--- config.mk ---
export PLATFORM = sky130hd
export DESIGN_NAME = ahb_decoder_ctrl
export DESIGN_NICKNAME = d
export VERILOG_FILES = /design/src/rtl/ahb_pkg.sv /design/src/rtl/ahb_default_slave.sv /design/src/rtl/ahb_decoder_ctrl.sv
export SDC_FILE = /design/constraint.sdc
export NUM_CORES = 1
export LEC_CHECK = 0
export BUFFER_PORTS_ARGS = -buffer_cell sky130_fd_sc_hd__buf_2
export CORE_MARGIN = 3
export CORE_UTILIZATION = 39
export CTS_CLUSTER_DIAMETER = 120
export CTS_CLUSTER_SIZE = 12
export DETAILED_ROUTE_END_ITERATION = 8
export PLACE_DENSITY = 0.85
export SYNTH_ARGS = -nofsm -noshare
export SYNTH_HDL_FRONTEND = slang
export SYNTH_SLANG_ARGS = --single-unit
--- constraint.sdc ---
create_clock -name hclk -period 2.4 [get_ports hclk]
set_clock_uncertainty 0.05 [all_clocks]
set_input_delay 0.24 -clock hclk [delete_from_list [all_inputs] [get_ports hclk]]
set_output_delay 0.24 -clock hclk [all_outputs]
set_load 0.01 [all_outputs]
--- src/rtl/ahb_pkg.sv ---
// ahb_pkg: shared AHB-Lite encodings, default-slave state type and default slave regions.
package ahb_pkg;
  localparam logic [1:0] HTRANS_IDLE   = 2'b00;
  localparam logic [1:0] HTRANS_BUSY   = 2'b01;
  localparam logic [1:0] HTRANS_NONSEQ = 2'b10;
  localparam logic [1:0] HTRANS_SEQ    = 2'b11;
  localparam logic HRESP_OKAY  = 1'b0;
  localparam logic HRESP_ERROR = 1'b1;
  localparam logic [3:0] DEF_S1_REGION = 4'h0;
  localparam logic [3:0] DEF_S2_REGION = 4'h1;
  localparam logic [3:0] DEF_S3_REGION = 4'h2;
  localparam logic [3:0] DEF_S4_REGION = 4'h3;
  typedef enum logic [1:0] {DS_IDLE, DS_ERR1, DS_ERR2} ds_state_t;
endpackage

--- src/rtl/ahb_default_slave.sv ---
// ahb_default_slave: two-cycle ERROR responder for unmapped active transfers, with saturating error count.
module ahb_default_slave
  import ahb_pkg::*;
(
  input  logic       clk,
  input  logic       rst_n,
  input  logic       hready_i,
  input  logic       start_i,
  output logic       hready_o,
  output logic       hresp_o,
  output logic [7:0] err_cnt_o
);
  ds_state_t  state_q, state_d;
  logic [7:0] cnt_q, cnt_d;
  // Next state is decoded from the address phase being sampled so ERR1 lines up with the first data-phase cycle.
  always_comb begin
    state_d = state_q == DS_ERR1 ? DS_ERR2 : hready_i ? (start_i ? DS_ERR1 : DS_IDLE) : state_q;
    cnt_d   = (state_q == DS_ERR2 && cnt_q != 8'hFF) ? cnt_q + 8'd1 : cnt_q;
  end
  always_ff @(posedge clk or negedge rst_n) begin
    if (!rst_n) begin
      state_q <= DS_IDLE;
      cnt_q   <= '0;
    end else begin
      state_q <= state_d;
      cnt_q   <= cnt_d;
    end
  end
  assign hready_o  = state_q != DS_ERR1;
  assign hresp_o   = state_q == DS_IDLE ? HRESP_OKAY : HRESP_ERROR;
  assign err_cnt_o = cnt_q;
endmodule

--- src/rtl/ahb_decoder_ctrl.sv ---
// ahb_decoder_ctrl: AHB-Lite address decoder, data-phase select register and final hready/hresp mux.
module ahb_decoder_ctrl
  import ahb_pkg::*;
#(
  parameter logic [3:0] S1_REGION = DEF_S1_REGION,
  parameter logic [3:0] S2_REGION = DEF_S2_REGION,
  parameter logic [3:0] S3_REGION = DEF_S3_REGION,
  parameter logic [3:0] S4_REGION = DEF_S4_REGION
) (
  input  logic        hclk,
  input  logic        hresetn,
  input  logic [31:0] haddr,
  input  logic [1:0]  htrans,
  input  logic        hreadyout_mux,
  input  logic        hresp_mux,
  output logic        hsel_1,
  output logic        hsel_2,
  output logic        hsel_3,
  output logic        hsel_4,
  output logic [1:0]  sel,
  output logic        hready,
  output logic        hresp,
  output logic [7:0]  err_cnt
);
  logic [3:0] region;
  logic [1:0] idx;
  logic       mapped, active, unused;
  logic [1:0] sel_q, sel_d;
  logic       def_q, def_d, act_q, act_d;
  logic       ds_hready, ds_hresp;
  assign region = haddr[31:28];
  assign unused = ^haddr[27:0];
  always_comb begin
    hsel_1 = region == S1_REGION;
    hsel_2 = region == S2_REGION;
    hsel_3 = region == S3_REGION;
    hsel_4 = region == S4_REGION;
    mapped = hsel_1 | hsel_2 | hsel_3 | hsel_4;
    idx    = hsel_2 ? 2'd1 : hsel_3 ? 2'd2 : hsel_4 ? 2'd3 : 2'd0;
    active = htrans == HTRANS_NONSEQ || htrans == HTRANS_SEQ;
  end
  // Unmapped phases keep the last slave index so the mux never glitches to a stale slave.
  always_comb begin
    sel_d = (hready && mapped) ? idx : sel_q;
    def_d = hready ? !mapped : def_q;
    act_d = hready ? active : act_q;
  end
  always_ff @(posedge hclk or negedge hresetn) begin
    if (!hresetn) begin
      sel_q <= '0;
      def_q <= 1'b0;
      act_q <= 1'b0;
    end else begin
      sel_q <= sel_d;
      def_q <= def_d;
      act_q <= act_d;
    end
  end
  ahb_default_slave u_ds (
    .clk       (hclk),
    .rst_n     (hresetn),
    .hready_i  (hready),
    .start_i   (!mapped && active),
    .hready_o  (ds_hready),
    .hresp_o   (ds_hresp),
    .err_cnt_o (err_cnt)
  );
  assign sel    = sel_q;
  assign hready = def_q ? ds_hready : hreadyout_mux;
  assign hresp  = def_q ? ds_hresp : hresp_mux;
endmodule

Yosys cells after proc, flatten, opt, wreduce, memory -nomap -nowiden
Cells that the tools add are included.
{"block": "totals", "ff_bits": 13, "elab_cells": 34}
{"block": "classes", "eq_ne": 9, "reduce_logical": 8, "muxes": 9, "n_addsub": 1, "bitwise_logic": 3}
{"operator": "$mux W2", "n": 5}
{"operator": "$add A8 B1 Y8 const B", "n": 1}
{"operator": "$eq A4 B2 Y1 const B", "n": 2}
{"operator": "$ne A8 B8 Y1 const B", "n": 1}
{"operator": "$eq A2 B2 Y1 const B", "n": 3}
{"operator": "$eq A4 B1 Y1 const B", "n": 1}
{"operator": "$logic_not A4 Y1", "n": 1}
{"operator": "$mux W1", "n": 4}
{"operator": "$logic_and A1 B1 Y1", "n": 3}
{"operator": "$or A1 B1 Y1", "n": 3}
{"operator": "$eq A2 B1 Y1 const B", "n": 1}
{"operator": "$logic_not A2 Y1", "n": 1}
{"operator": "$ne A2 B1 Y1 const B", "n": 1}
{"operator": "$reduce_bool A2 Y1", "n": 1}
{"operator": "$logic_not A1 Y1", "n": 1}
{"operator": "$logic_or A1 B1 Y1", "n": 1}

Depth between registers and ports, before layout
Gate-level depths: netlist of the first run.
{"block": "logic_depth", "ltp_word": 9, "mapped_depth": 5, "depth_no_buf": 5}

Modules after synthesis
A second synthesis of the first run with hierarchy kept.
{"block": "unflattened", "cells_unflattened": 65, "hier_area_um2": 711.9}
{"mod": "ahb_default_slave", "instances": 1, "cells_each": 47, "area_per_inst_um2": 516.7}
{"mod": "ahb_decoder_ctrl", "instances": 1, "cells_each": 18, "area_per_inst_um2": 195.2}

Worst setup path after synthesis of the first run
Ideal clock, no wire load.
{"block": "synth_path", "path_type": "register to register", "start": "register u_ds.cnt_q[0] (netlist: u_ds.err_cnt_o[0])", "end": "register u_ds.cnt_q[6] (netlist: u_ds.err_cnt_o[6])", "t_arrival_ns": 1.416, "period_less_slack_ns": 1.591, "setup_slack_ns": 0.809, "setup_ns": 0.125, "path_buffers": 0, "path_stages_with_launch": 6, "cell_sequence": "dfrtp_1 ha_1 and3b_1 and3_1 nand3_1 mux2_4"}
{"block": "synth_between", "elab_chain_len": 2}
{"element": "start: declaration", "line": "ahb_default_slave.sv:14", "rtl": "logic [7:0] cnt_q, cnt_d;"}
{"element": "start signal: assignment", "line": "ahb_default_slave.sv:26", "rtl": "cnt_q <= cnt_d;"}
{"element": "branches (longest 2 deep; another with $add A8 B1 Y8)"}
Several ways; the timed one is not identified.
A chain may end at the register's enable or synchronous reset.

Final worst setup path of the first run
Ends and elaborated chain as after synthesis.

==> flow_summary.toml, run 1 <==
[finish]
fin_cells = 105
antenna_cells = 0
drive_gt1_frac = 0.337
area_delta_synth_final_pct = 27.4
nets = 129

[placed_design]
port_buffers = 24
place_hpwl_mm = 1.04
placed_cells = 100
place.gp.congestion = 0.710

[sta]
drv_slew = 0
finalSetupTns_ns = 0
slew_headroom = 0.784
hold_violations = 0
setup_viol = 0
rsz0062_at_grt = "false"
worst_slew_pin_slew_ns = 0.323
fmax_mhz = 601
fin_crit_sh = 0.693
fin_crit_ns = 1.66

[synthesis]
synth-seq-cells = 13
muxShareOfSynthArea = 0.0932
yosysSeqAreaShare = 0.505
synth.area.top_cells = "dfrtp_1 50%, mux2_1 5.2%, nor2_1 4.1%"
yosysWarnings = 0
synth.distinct_cells = 26
avgSynthCellArea_sq_um = 10.7
synth_area_leader_cell = "dfrtp_1"
synth_xor_xnor_area_share = 0.0544
synth_compound_area_frac = 0.0951
synth_area_sq_um = 644
synth_nets = 99
synth_fa_ha_area_frac = 0.0194
synth_top_family_by_area = "simple AND/OR/NAND/NOR gates"
synth_top_cell_area_share = 0.505
synth-simple-area-share = 0.233
synth_cells = 60

[global_routing]
grt_pass1_vias = 496
gr-total-overflow = 0
grt_pass1_wl_mm = 2.16
track_usage = 0.141
antenna_found_initial = 0
grt_max_degree = 14

[setup_path]
cp-end-kind = "flop"
crit_buf_inv = 0
worst-setup-path-type = "reg -> reg"
max_stage_delay_ns = 0.44
critical_path.top_delay_family = "simple AND/OR/NAND/NOR gates"
worstPathCellList = "ha_1, and3b_1, and3_1, nand3_1, mux2_4"
crit_required_ns = 2.51
rrSetupSlack_ns = 0.74
start_kind = "flop"
crit_slowest_cell = "dfrtp_1"
arrival_ns = 1.78
critPathMaxFanout = 5

[cts]
tritoncts = "done"
cts_buffers = 3
clk_pin_slew_ns = 0.08
postCtsResizedCells = 0
cts_setup_buffers = 0
cts.hold.buffers_added = 1
cts.sink_count = 13
cts-root-buf = "clkbuf_4"
cts-htree-levels = 1
clk_path_buf_depth = 2
insertion_delay_ns = 0.27

[detailed_routing]
drt_iter0_drc = 3
wirelength_mm = 1.37
drc = 0
wl_per_cell_um = 13.1
dr.pass1.iters = 2
route.antenna.remaining_nets = 0
drt-vias-per-instance = 5.25
vias = 551

[power]
power_per_cell_area_mw_per_mm2 = 872
p_leak_nw = 0.434
ir_worst_vdd_mv = 0.344

[floorplan]
fp-row-count = 14
io_pins = 54
start_util = 0.423
die_h_um = 46.6
die_area_sq_mm = 0.00218
core_area_sq_mm = 0.00152
die_x_um = 46.6

[worst_hold_path]
hold_class = "in -> reg"

[flow_run]
maxCapViolCount = 0

[run_status]
status = "finished clean"
-- layer usage --
layer | up-vias | global-route usage | share of wire
met5 | - | 0 | 0
met4 | 0 | 0.0663 | 0.029
met3 | 4 | 0.0273 | 0.045
met2 | 13 | 0.239 | 0.52
met1 | 259 | 0.168 | 0.41
li1 | 275 | - | -
-- final timing paths --
check | startpoint | end | depth (start not counted)
setup / recovery | u_ds.err_cnt_o[0] | u_ds.err_cnt_o[6] | 5
hold / removal | haddr[28] | sel[0] | 2
setup reg to reg | u_ds.err_cnt_o[0] | u_ds.err_cnt_o[6] | 5
hold reg to reg | sel[0] | sel[0] | 1
max in group asynchronous | hresetn | u_ds.err_cnt_o[1] | 2
min in group asynchronous | hresetn | u_ds.err_cnt_o[2] | 2
-- sequential cells by signal (all words and copies together) (netlist names) --
signal and flops:
def_q 1, sel 2, u_ds.err_cnt_o 8, u_ds.state_q 2
-- cell families (layout without fill, tap and decap cells) --
group	count (synthesis)	after routing
AOI/OAI and AO/OA	9	9
and+or+nand+nor	28	28
xor gates and xnor gates	4	4
DFF	13	13
muxes	5	5
buffers and inverters	0	29
adders and majority gates	1	1
-- per-stage QoR --
step | utilization | total power [mW] | hold WS [ns] | area (sq um) | setup WS [ns]
floorplan | - | 0.478 | -0.106 | 644 | 0.809
global placement | 0.515 | 0.566 | 0.0830 | 785 | 0.807
detailed placement | 0.515 | 0.585 | 0.0874 | 785 | 0.754
CTS | 0.539 | 0.723 | 0.185 | 821 | 0.720
global route | 0.539 | 0.769 | 0.199 | 821 | 0.654
finish | 0.539 | 0.715 | 0.193 | 821 | 0.736
-- report_power, final --
part	leakage, nW	switching, mW	internal, mW
Combinational	0.257	0.112	0.114
Clock	0.0150	0.0694	0.0644
Sequential	0.163	0.0772	0.278
Total	0.434	0.259	0.457
-- cell usage after synthesis --
| cell | count |
|---|---|
| a21o_1 | 1 |
| a21oi_1 | 3 |
| a21oi_2 | 1 |
| and3_1 | 3 |
| and3b_1 | 1 |
| and4b_1 | 1 |
| dfrtp_1 | 13 |
| ha_1 | 1 |
| mux2_1 | 3 |
| mux2_2 | 1 |
| mux2_4 | 1 |
| nand2_1 | 5 |
| nand2b_1 | 1 |
| nand3_1 | 4 |
| nand4_1 | 1 |
| nor2_1 | 7 |
| nor2b_1 | 2 |
| nor3b_1 | 1 |
| nor4_1 | 1 |
| nor4b_1 | 1 |
| o211a_1 | 1 |
| o211ai_1 | 1 |
| o21a_1 | 1 |
| o21ai_1 | 1 |
| xnor2_1 | 2 |
| xor2_1 | 2 |
-- worst reg2reg max path, cell delays in order (launching register included) --
cell,delay [ns]
dfrtp_1,0.44
ha_1,0.24
and3b_1,0.21
and3_1,0.21
nand3_1,0.11
mux2_4,0.30
-- placed cells by master (no fill, tap or decap), types with 2 or more instances in the layout --
| cell type | synthesis | layout |
|---|---|---|
| nand3_1 | 4 | 4 |
| nand2_1 | 5 | 5 |
| xnor2_1 | 2 | 2 |
| and3_1 | 3 | 3 |
| xor2_1 | 2 | 2 |
| dfrtp_1 | 13 | 13 |
| nor2b_1 | 2 | 2 |
| mux2_1 | 3 | 3 |
| a21oi_1 | 3 | 3 |
| nor2_1 | 7 | 7 |
| buf_2 | 0 | 24 |
| clkbuf_4 | 0 | 3 |
-- layout make-up --
class	instances	area (sq um)
clock buffers	4	26.3
fillers	133	703
multi-input cells	47	319
flip-flops and latches	13	325
well taps	16	20.0
repair buffers	25	130
Note: power is estimated with default switching activity, not from simulation.
==> run 2: changes to the inputs <==
ABC_AREA = 1   (was default)
CORE_UTILIZATION = 35   (was 39)
PLACE_DENSITY = 0.77   (was 0.85)
clock period = 1.4 ns   (was 2.4 ns; I/O delays follow)
==> flow_summary.toml, run 2 <==
[power]
p_int_mw = 0.759
power_frac_seq = 0.434
power_mw = 1.23
p_leak_nw = 0.517
ir_worst_vdd_mv = 0.712
switching_share = 0.381
power_per_cell_area_mw_per_mm2 = 1270
power_switching_mw = 0.466
clkPwrFrac = 0.192
combPwrFrac = 0.373

[global_routing]
gr-total-overflow = 0
grt_pass1_wl_mm = 2.82
track_usage = 0.136
antenna_found_initial = 0
grt_max_degree = 14
grt_pass1_vias = 687

[finish]
final_common_cell = "nand2_1"
nets = 172
largest_reg_flops = 8
mostFrequentLayoutCells = "28 x nand2_1, 24 x buf_2, 13 x inv_1, 12 x dfrtp_1, 10 x nand3_1"
area_delta_synth_final_pct = 28.3
fillers = 217
drive_gt1_frac = 0.311
antenna_cells = 0

[cts]
cts-root-buf = "clkbuf_4"
tritoncts = "done"
cts_setup_buffers = 0
clk_pin_slew_ns = 0.09
cts_buffers = 3
clk_path_buf_depth = 2
cts-htree-levels = 1
insertion_delay_ns = 0.28
cts.sink_count = 13

[synthesis]
synth.distinct_cells = 19
yosysWarnings = 0
yosysSeqAreaShare = 0.433
synth-seq-cells = 13
avgSynthCellArea_sq_um = 7.45
synth.area.top_cells = "dfrtp_1 43%, nand2_1 15%, nand3_1 6.7%"
synth_top_cell_area_share = 0.433
synth_common_cells = "30 x nand2_1, 13 x dfrtp_1, 13 x inv_1"
synth-main-ff-cell = "dfrtp_1"
yosys.cell_count.top_type = "nand2_1"
synth_nets = 140
synth_cells = 101
synthArstFlopShare = 1.00
synth_area_leader_cell = "dfrtp_1"
synth_area_sq_um = 752
synth_edf_count = 0

[detailed_routing]
wirelength_mm = 1.56
wl_per_cell_um = 9.80
vias = 748
dr.pass1.iters = 4
drc = 0
drt-vias-per-instance = 4.70
drt_iter0_drc = 11
route.antenna.remaining_nets = 0

[floorplan]
fp-row-count = 16
io_pins = 54
die_h_um = 52.4
start_util = 0.376
die_area_sq_mm = 0.00274
core_area_sq_mm = 0.00200
die_x_um = 52.4

[sta]
worst_slew_pin_slew_ns = 0.290
finalSetupTns_ns = 0
slew_headroom = 0.807
hold_violations = 0
fin_crit_sh = 0.935
setup_viol = 0
fin_crit_ns = 1.31
drv_slew = 0
fmax_mhz = 764

[setup_path]
worst-setup-path-type = "reg -> out"
critPathMaxFanout = 5
cp-end-kind = "output pin"
crit_required_ns = 1.21
arrival_ns = 1.12
start_kind = "flop"

[worst_hold_path]
hold_class = "in -> reg"

[flow_run]
maxCapViolCount = 0

[placed_design]
place_hpwl_mm = 1.24
place.gp.congestion = 0.803
port_buffers = 24

[run_status]
status = "finished clean"
## run 2: changes by cell type after synthesis, moves of 3 or more
cell     delta
mux2_1      -3
and3_1      -3
inv_1      +13
nor3_1      +4
nand3_1     +6
nand4_1     +5
nand2_1    +25
## run 2: cell families after synthesis
group	count (synthesis)	synth area share
xor+xnor	1	0.0116
simple gates	63	0.403
buf+inv	16	0.0832
fa+ha+maj	1	0.0166
compound gates	7	0.0532
flops	13	0.433
## run 2: area by class of cell
cell class                      instances  area [sq um]  area share
Clock buffer                            3          22.5      0.0233
Sequential cell                        13           327       0.339
Timing Repair Buffer                   27           145       0.150
Inverter                               16          62.6      0.0649
Multi-Input combinational cell         72           369       0.383
Tap cell                               27          33.8      0.0350
Clock inverter                          1          5.00     0.00519
## run 2: stage by stage
step | cells | util | instance area (sq um) | hold slack, ns | setup slack [ns]
after floorplan | 101 | - | 752 | -0.206 | 0.101
after global placement | 154 | 0.460 | 921 | -0.0108 | 0.144
after detailed placement | 154 | 0.460 | 921 | -0.00531 | 0.103
after CTS | 159 | 0.479 | 958 | 0.0413 | 0.0237
after global routing | 159 | 0.482 | 965 | 0.0543 | -0.0130
final | 159 | 0.482 | 965 | 0.0433 | 0.0904
## run 2: timing repair
| action | CTS | global route |
|---|---|---|
| hold endpoints to repair | 13 | 0 |
| hold buffers | 1 | 0 |
| endpoints found under the setup margin | 0 | 4 |
| resized for setup | 0 | 3 |
## run 2: worst max-delay path: stages (launching register included)
cell	delay [ns]
dfrtp_2	0.41
inv_2	0.06
nand2_2	0.08
inv_1	0.05
a21oi_1	0.10
buf_2	0.14
## run 2: path summary, 6_finish.rpt
kind | from | endpoint | slack [ns] | cells after the start
max | def_q | hready | 0.09 | 5
min | htrans[1] | u_ds.state_q[0] | 0.04 | 3
max reg2reg | u_ds.err_cnt_o[0] | u_ds.err_cnt_o[2] | 0.11 | 7
min reg2reg | sel[0] | sel[0] | 0.44 | 2
max in group asynchronous | hresetn | def_q | 0.85 | 2
min in group asynchronous | hresetn | u_ds.err_cnt_o[6] | 0.21 | 2
## run 2: layer usage
metal | up-vias | routed length [um] | track usage
li1 | 391 | - | -
met1 | 331 | 676 | 0.161
met2 | 24 | 762 | 0.227
met3 | 2 | 98 | 0.0456
met4 | 0 | 20 | 0.0511
met5 | - | 0 | 0
## run 2: power groups by stage
stage	combinational, mW	sequential [mW]	clock, mW
2_1_floorplan	0.228	0.576	0
3_3_place_gp	0.445	0.535	0
3_5_place_dp	0.458	0.539	0
4_1_cts	0.462	0.532	0.242
5_1_grt	0.517	0.547	0.259
6_report	0.458	0.532	0.236
==> run 3: changes to the inputs <==
SETUP_SLACK_MARGIN = 0.1   (was default)
==> flow_summary.toml, run 3 (same netlist as run 2, synthesis figures left out) <==
[finish]
area_delta_synth_final_pct = 36.6
drive_gt1_frac = 0.394
final_common_cell = "nand2_1"
antenna_cells = 0
nets = 177
fillers = 216
post-route-util = 0.513
largest_reg_flops = 8
mostFrequentLayoutCells = "25 x nand2_1, 24 x buf_2, 12 x inv_1, 12 x dfrtp_1, 9 x nand3_1"

[power]
p_leak_nw = 0.549
p_int_mw = 0.788
power_frac_seq = 0.419
switching_share = 0.385
ir_worst_vdd_mv = 0.728
clkPwrFrac = 0.187
power_per_cell_area_mw_per_mm2 = 1250
power_switching_mw = 0.493
combPwrFrac = 0.394

[global_routing]
grt_pass1_wl_mm = 2.94
grt_pass1_vias = 705
grt_max_degree = 14
antenna_found_initial = 0
gr-total-overflow = 0
track_usage = 0.145

[setup_path]
arrival_ns = 1.45
critPathMaxFanout = 5
reg2regPathDepth = 7
reg2reg_from = "u_ds.err_cnt_o[0]"
start_kind = "flop"
crit_top_cell = "nand2_4"
rrSetupSlack_ns = 0.11
crit_slowest_cell = "dfrtp_1"
r2r_end = "u_ds.err_cnt_o[2]"
max_stage_delay_ns = 0.37
crit_required_ns = 1.57
cp-end-kind = "flop"
worstPathCellList = "ha_2, nand2_2, nor2_4, nand2_4, nand2_4, nand2_1, o21ai_2"
worst-setup-path-type = "reg -> reg"

[cts]
cts.sink_count = 13
cts-htree-levels = 1
clk_path_buf_depth = 2
insertion_delay_ns = 0.29
tritoncts = "done"
cts-root-buf = "clkbuf_4"
cts_buffers = 3
clk_pin_slew_ns = 0.09

[placed_design]
place.gp.congestion = 0.803
place_hpwl_mm = 1.24
port_buffers = 24

[detailed_routing]
drt-vias-per-instance = 4.75
vias = 779
wl_per_cell_um = 10.7
wirelength_mm = 1.76
highest_layer = "met4"
drt_iter0_drc = 9
wirelength_met1_um = 697
route.antenna.remaining_nets = 0
met3WireLength_um = 115
drc = 0
wl_met2_um = 909
dr.pass1.iters = 4

[floorplan]
die_area_sq_mm = 0.00274
die_h_um = 52.4
die_x_um = 52.4
io_pins = 54
core_area_sq_mm = 0.00200
fp-row-count = 16
start_util = 0.376

[sta]
finalSetupTns_ns = 0
fmax_mhz = 776
fin_crit_ns = 1.29
worst_slew_pin_slew_ns = 0.288
drv_slew = 0
fin_crit_sh = 0.920
rsz0062_at_grt = "true"
fin_hold_ws_ns = 0.0393
setup_viol = 0
hold_violations = 0
slew_headroom = 0.808

[worst_hold_path]
hold_path_end = "u_ds.state_q[0]"
hold_class = "in -> reg"
min_delay_path_depth = 3
hold_start = "htrans[1]"

[run_status]
status = "finished clean"

[flow_run]
maxCapViolCount = 0
## run 3: timing repair
| item | 4_1_cts | 5_1_grt |
|---|---|---|
| cloned | 0 | 1 |
| pin swaps | 1 | 3 |
| hold buffers | 1 | 0 |
| resized for setup | 2 | 10 |
| setup endpoints to repair | 5 | 9 |
| setup buffers | 2 | 2 |
| endpoints found under the hold margin | 13 | 0 |
## run 3: stage by stage
| step | area [sq um] | setup slack (ns) | total power, mW | std cells |
|---|---|---|---|---|
| floorplan | 752 | 0.101 | 0.804 | 101 |
| global placement | 921 | 0.144 | 0.979 | 154 |
| detailed placement | 921 | 0.103 | 0.997 | 154 |
| CTS | 978 | 0.0841 | 1.25 | 161 |
| global route | 1030 | 0.0287 | 1.38 | 164 |
| finish | 1030 | 0.111 | 1.28 | 164 |
## run 3: worst max path at each step
stage | start | endpoint | cells past startpoint
4_1_cts | def_q | hready | 5
5_1_grt | u_ds.err_cnt_o[0] | u_ds.err_cnt_o[2] | 7
2_1_floorplan | u_ds.err_cnt_o[0] | u_ds.err_cnt_o[2] | 7
6_report | u_ds.err_cnt_o[0] | u_ds.err_cnt_o[2] | 7
3_3_place_gp | u_ds.err_cnt_o[0] | u_ds.err_cnt_o[2] | 7
3_5_place_dp | u_ds.err_cnt_o[0] | u_ds.err_cnt_o[2] | 7
## run 3: worst max-delay path: cells and delay by family, from the launching register on
| kind | cells | cell delay, ns |
|---|---|---|
| AOI/OAI and AO/OA | 1 | 0.05 |
| adders and majority gates | 1 | 0.22 |
| DFF | 1 | 0.37 |
| and+or+nand+nor | 5 | 0.53 |
## run 3: cell type report
| cell class | count | area (sq um) | area share |
|---|---|---|---|
| well taps | 27 | 33.8 | 0.0329 |
| repair buffers | 31 | 175 | 0.171 |
| clock buffers | 3 | 22.5 | 0.0219 |
| clock inverters | 1 | 5.00 | 0.00487 |
| inverters | 16 | 62.6 | 0.0609 |
| multi-input cells | 73 | 402 | 0.391 |
| flip-flops and latches | 13 | 327 | 0.318 |
## run 3: routing by layer
layer | up-vias | global-route usage
met4 | 0 | 0.0766
met3 | 5 | 0.0456
li1 | 401 | -
met5 | - | 0
met1 | 342 | 0.161
met2 | 31 | 0.246
## run 3: power groups by stage
stage	clock, mW	sequential [mW]	combinational (mW)
final	0.239	0.537	0.505
after detailed placement	0	0.539	0.458
after floorplan	0	0.576	0.228
after CTS	0.242	0.533	0.475
after global routing	0.266	0.550	0.565
after global placement	0	0.535	0.445
